===== config.mk =====
export PLATFORM = sky130hd
export DESIGN_NAME = dlx_reduce_detect_pipe
export DESIGN_NICKNAME = d
export VERILOG_FILES = /design/src/rtl/dlx_reduce_detect_pipe.sv
export SDC_FILE = /design/constraint.sdc
export NUM_CORES = 1
export LEC_CHECK = 0
export BUFFER_PORTS_ARGS = -buffer_cell sky130_fd_sc_hd__buf_4
export CAP_MARGIN = 25
export CELL_PAD_IN_SITES_DETAIL_PLACEMENT = 1
export CELL_PAD_IN_SITES_GLOBAL_PLACEMENT = 2
export CORE_MARGIN = 2
export CORE_UTILIZATION = 25
export DETAILED_ROUTE_END_ITERATION = 8
export GPL_TIMING_DRIVEN = 0
export PLACE_DENSITY = 0.89
export SYNTH_ARGS = -nofsm -noshare
export SYNTH_HDL_FRONTEND = slang
export SYNTH_SLANG_ARGS = --single-unit

===== constraint.sdc =====
create_clock -name clk -period 1.97 [get_ports clk]
set_input_delay 0.394 -clock clk [delete_from_list [all_inputs] [get_ports clk]]
set_output_delay 0.394 -clock clk [all_outputs]
set_load 0.02 [all_outputs]

===== src/rtl/dlx_reduce_detect_pipe.sv =====
// Two-stage pipelined all-ones / all-zeros reduction detector with valid/ready flow control,
// a sticky hit flag and a saturating hit counter.
module dlx_reduce_detect_pipe #(
    parameter int unsigned WIDTH = 32,
    parameter int unsigned CHUNK = 8,
    parameter int unsigned CNT_W = 8
) (
    input  logic             clk,
    input  logic             reset,
    input  logic             in_valid,
    output logic             in_ready,
    input  logic [WIDTH-1:0] Din,
    input  logic             pullD,
    input  logic             mode,
    output logic             out_valid,
    input  logic             out_ready,
    output logic             Dout,
    output logic             sticky,
    input  logic             sticky_clr,
    output logic [CNT_W-1:0] hit_count
);

    localparam int unsigned NGRP = WIDTH / CHUNK;
    localparam logic [CNT_W-1:0] CNT_MAX = {CNT_W{1'b1}};

    if ((WIDTH % CHUNK) != 0) begin : g_bad_width
        $error("dlx_reduce_detect_pipe: WIDTH must be a multiple of CHUNK");
    end

    logic             s1_valid_q, s1_valid_d;
    logic [NGRP-1:0]  part_q, part_d;
    logic             s1_pull_q;
    logic             out_valid_q, out_valid_d;
    logic             dout_q, dout_d;
    logic             sticky_q, sticky_d;
    logic [CNT_W-1:0] cnt_q, cnt_d;
    logic [CHUNK-1:0] chunk;
    logic             s1_load, s2_load, xfer_hit;

    // Stage-1 group reduction: AND for all-ones, NOR for all-zeros.
    always_comb begin
        part_d = '0;
        chunk  = '0;
        for (int g = 0; g < int'(NGRP); g++) begin
            chunk     = Din[g*CHUNK +: CHUNK];
            part_d[g] = mode ? ~(|chunk) : (&chunk);
        end
    end

    always_comb begin
        in_ready = !s1_valid_q || !out_valid_q || out_ready;
        s1_load  = in_valid && in_ready;
        s2_load  = s1_valid_q && (!out_valid_q || out_ready);
        xfer_hit = out_valid_q && out_ready && dout_q;

        s1_valid_d = s1_load ? 1'b1 : (s2_load ? 1'b0 : s1_valid_q);

        out_valid_d = out_valid_q;
        dout_d      = dout_q;
        if (s2_load) begin
            out_valid_d = 1'b1;
            dout_d      = (&part_q) & s1_pull_q;
        end else if (out_ready) begin
            out_valid_d = 1'b0;
        end

        // A hit in the same cycle as a clear wins over the clear.
        sticky_d = xfer_hit ? 1'b1 : (sticky_clr ? 1'b0 : sticky_q);

        cnt_d = cnt_q;
        if (sticky_clr) begin
            cnt_d = CNT_W'(xfer_hit);
        end else if (xfer_hit && (cnt_q != CNT_MAX)) begin
            cnt_d = cnt_q + CNT_W'(1);
        end
    end

    always_ff @(posedge clk or posedge reset) begin
        if (reset) begin
            s1_valid_q <= 1'b0;
            part_q     <= '0;
            s1_pull_q  <= 1'b0;
        end else begin
            s1_valid_q <= s1_valid_d;
            if (s1_load) begin
                part_q    <= part_d;
                s1_pull_q <= pullD;
            end
        end
    end

    always_ff @(posedge clk or posedge reset) begin
        if (reset) begin
            out_valid_q <= 1'b0;
            dout_q      <= 1'b0;
            sticky_q    <= 1'b0;
            cnt_q       <= '0;
        end else begin
            out_valid_q <= out_valid_d;
            dout_q      <= dout_d;
            sticky_q    <= sticky_d;
            cnt_q       <= cnt_d;
        end
    end

    assign out_valid = out_valid_q;
    assign Dout      = dout_q;
    assign sticky    = sticky_q;
    assign hit_count = cnt_q;

endmodule

==> flow_summary.rst <==
.. list-table::
   :header-rows: 1

   * - Metric
     - Value
   * - Status
     - finished, final reports clean
   * - Routed via count
     - 1114
   * - Gates resized, CTS repair
     - 0
   * - Kind of start point of the critical path
     - register
   * - CP max stage delay
     - 440 ps
   * - Instance count of the mapped netlist
     - 110
   * - Worst setup EP type
     - register
   * - Vias per cell
     - 5.21
   * - Portion of netlist area occupied by mux cells
     - 4.25%
   * - Clock tree from TritonCTS
     - done
   * - Max frequency
     - 584 MHz
   * - GRT Util Overall
     - 13.2%
   * - Largest family of logic cells by synthesized area
     - simple AND/OR/NAND/NOR gates
   * - Area growth from synthesis to layout
     - 47.0%
   * - Root Driver
     - sky130_fd_sc_hd__clkbuf_8
   * - Library cells used by synthesis
     - 37
   * - Ranking of synthesized cells by instance count
     - 17 x sky130_fd_sc_hd__dfrtp_1, 9 x sky130_fd_sc_hd__nand2_1, 9 x sky130_fd_sc_hd__nor2_1
   * - Initial standard-cell utilization of the core
     - 25.9%
   * - Final setup skew
     - between 2 and 2.5 ps
   * - Top-count cell post-synth
     - sky130_fd_sc_hd__dfrtp_1
   * - Total length of routed wires
     - 2830 um
   * - Measured slew at the worst slew-check pin
     - about 660 ps
   * - Share of flip-flops with an asynchronous set or reset
     - 100%
   * - XOR/XNOR share of the synthesized area
     - 0%
   * - CORE AREA
     - 0.00397 mm2
   * - Area enclosed by the die boundary
     - 0.00465 mm2
   * - Critical Path Fanout Max
     - 6
   * - Net switching fraction of the power
     - 24.7%
   * - Share of final-layout standard cells stronger than drive strength 1
     - 37.2%
   * - Number of buffers on the longest clock path
     - 2
   * - Number of buffers inserted for hold repair after clock tree synthesis
     - 0
   * - Sum Neg Setup Slack
     - 0 ps
   * - Worst IR Drop VDD
     - 0.203 mV
   * - Leakage component of the power
     - about 0.66 nW
   * - First-pass detailed-route iteration total
     - 3
   * - Worst-Skew Late Latency
     - 250 ps
   * - Iteration-0 DRC Markers
     - 45
   * - Internal portion of total power
     - about 580 uW
   * - Cell family contributing the most delay on the critical path
     - flip-flops
   * - Max Cap Violations
     - 0
   * - Mapped Avg Cell Area
     - 9.36 um2
   * - Number of pins with negative max-slew slack in the final report
     - 0
   * - First-pass GRT wire length
     - 4800 um
   * - Final Net Count
     - 205
   * - Antenna-violating nets left
     - 0
   * - Unrepaired setup endpoints after global routing
     - no
   * - Post-Layout Cell Count
     - around 210
   * - Data arrival at the endpoint of the critical path
     - 1850 ps
   * - I/O Pins
     - 51
   * - Per-cell routed wire length
     - 13.2 um
   * - Floorplan die height
     - 68.2 um
   * - Complex-gate fraction of the synthesized area
     - between 15 and 20%
   * - Number of clock sinks seen by CTS
     - 17
   * - Number of global-route vias before repair
     - 1202
   * - Hold/Removal Path Class
     - primary input to async pin
   * - Register bit total from synthesis
     - 17
   * - Setup ws final
     - ~260 ps
   * - Yosys top cell area share
     - around 41%
   * - Adder-cell share of the synthesized area
     - 1.22%
   * - Share of the cycle needed by the critical path after routing
     - 87.0%
   * - Hold Violations, Final
     - 0
   * - Number of placement rows
     - 23
   * - # setup viols final
     - 0
   * - Clock-pin slew on the worst setup and hold paths
     - 70 ps
   * - Synth area leader
     - sky130_fd_sc_hd__dfrtp_1
   * - Post-synthesis net count
     - 150
   * - Count of H-tree levels built during CTS
     - 1
   * - Synthesis Warnings
     - 0
   * - N_diodes
     - 0
   * - Synth Flop Type
     - sky130_fd_sc_hd__dfrtp_1
   * - Count of flip-flops with a built-in enable after synthesis
     - 0
   * - Register-to-register setup slack
     - between 200 and 300 ps
   * - Die width
     - about 68 um
   * - Power density of the placed cells
     - 510 mW/mm2
   * - Placed cell count
     - 210
   * - Cell at the slowest stage of the critical path
     - sky130_fd_sc_hd__dfrtp_1
   * - Port buffer count
     - 50
   * - Antenna violations before repair
     - 0
   * - Post-detailed-placement half-perimeter wirelength
     - between 2000 and 2500 um
   * - GR Overflow Total
     - 0
   * - Minimum setup slack after placement
     - 290 ps
   * - Setup Buffers After CTS
     - 0
   * - Synth top area cells
     - sky130_fd_sc_hd__dfrtp_1 41%, sky130_fd_sc_hd__nand4_1 4.3%, sky130_fd_sc_hd__a211oi_1 3.6%, sky130_fd_sc_hd__nand2b_1 3.6%, sky130_fd_sc_hd__nand2_1 3.3%
   * - Proportion of synthesized chip area in sequential cells
     - roughly two fifths
   * - Simple-gate share of the synthesized area
     - approximately 32%
   * - Number of clock buffers inserted by TritonCTS
     - 3
   * - Minimum clock period
     - 1710 ps
   * - Maximum number of pins on one net before global-route repair
     - 18
   * - Part of the power in combinational logic
     - 17.5%
   * - Sequential fraction of design power
     - 49.0%
   * - GPL Wtd Cong
     - 0.750
   * - Worst path buffer plus inverter count
     - 0
   * - Worst-path cell chain
     - ha_1 -> and3_1 -> a211oi_1 -> mux2_2
   * - Power spent charging and discharging nets
     - 191 uW
   * - Critical setup path kind
     - register to register
   * - Worst Path Required
     - 2110 ps
   * - Clock share of power
     - ~34%
   * - Remaining max-slew budget at the tightest pin
     - 56.1%
   * - Netlist area before placement
     - between 0.001 and 0.0015 mm2
   * - Drt drc
     - 0
[power by group through the flow]
stage	combinational, mW	clock, mW	sequential [mW]
after CTS	0.138	0.272	0.379
after global routing	0.151	0.293	0.381
after detailed placement	0.138	0	0.385
final	0.135	0.259	0.378
after floorplan	0.0451	0	0.385
after global placement	0.132	0	0.384
[metrics by stage]
stage	hold WS [ps]	area (um2)	utilization [%]	power, mW
finish	239	1510	38.1	0.772
global route	284	1510	38.1	0.825
CTS	270	1510	38.1	0.789
detailed placement	502	1470	37.0	0.523
global placement	490	1470	37.0	0.516
floorplan	320	1030	-	0.430
[worst register-to-register path, cell delays in order (launching register included)]
cell	delay, ps
sky130_fd_sc_hd__dfrtp_1	440
sky130_fd_sc_hd__ha_1	250
sky130_fd_sc_hd__and3_1	220
sky130_fd_sc_hd__a211oi_1	320
sky130_fd_sc_hd__mux2_2	370
[path summary, 6_finish.rpt]
kind | cells after the start | endpoint | from
setup / recovery | 4 | hit_count[3] | hit_count[0]
hold reg to reg | 1 | s1_pull_q | s1_pull_q
setup reg to reg | 4 | hit_count[3] | hit_count[0]
max in group asynchronous | 2 | hit_count[7] | reset
hold / removal | 2 | hit_count[0] | reset
min in group clk | 2 | s1_pull_q | pullD
[area by class of cell]
class | instances | area [um2]
multi-input combinational | 86 | 571
clock inverter | 1 | 5.00
inverter | 5 | 18.8
clock buffer | 3 | 41.3
sequential | 17 | 425
fill | 481 | 2460
timing repair buffer | 50 | 375
tap | 50 | 62.6
buffer | 2 | 15.0
[registers in the layout (all words and copies together) (netlist names)]
register,count
Dout,1
hit_count,8
out_valid,1
part_q,4
s1_pull_q,1
s1_valid_q,1
sticky,1
[placed cells by master (no fill, tap or decap), types with 3 or more instances in the layout]
cell type / count
sky130_fd_sc_hd__a211oi_1: 5
sky130_fd_sc_hd__clkbuf_8: 3
sky130_fd_sc_hd__or4_1: 3
sky130_fd_sc_hd__nand4_1: 7
sky130_fd_sc_hd__nor4_1: 5
sky130_fd_sc_hd__buf_4: 50
sky130_fd_sc_hd__a21oi_1: 6
sky130_fd_sc_hd__inv_1: 5
sky130_fd_sc_hd__nand2_1: 9
sky130_fd_sc_hd__nand2b_1: 6
sky130_fd_sc_hd__and3_1: 3
sky130_fd_sc_hd__dfrtp_1: 17
sky130_fd_sc_hd__a31oi_1: 5
sky130_fd_sc_hd__nor2_1: 9
sky130_fd_sc_hd__nand3_1: 3
[routing by layer]
metal	vias up	routed length, um	track usage, %
met5	-	0	0
met1	529	1130	14.1
met2	49	1480	26.0
met3	2	216	3.13
li1	534	-	-
met4	0	6	2.50
[logic make-up (layout without fill, tap and decap cells)]
family                   after synthesis  after routing
AO/OA/AOI/OAI                         24             24
multiplexers                           4              4
AND/OR/NAND/NOR                       57             57
buffers and inverters                  7             61
flip-flops                            17             17
adder cells (fa/ha/maj)                1              1
Note: power is estimated with default switching activity, not from simulation.
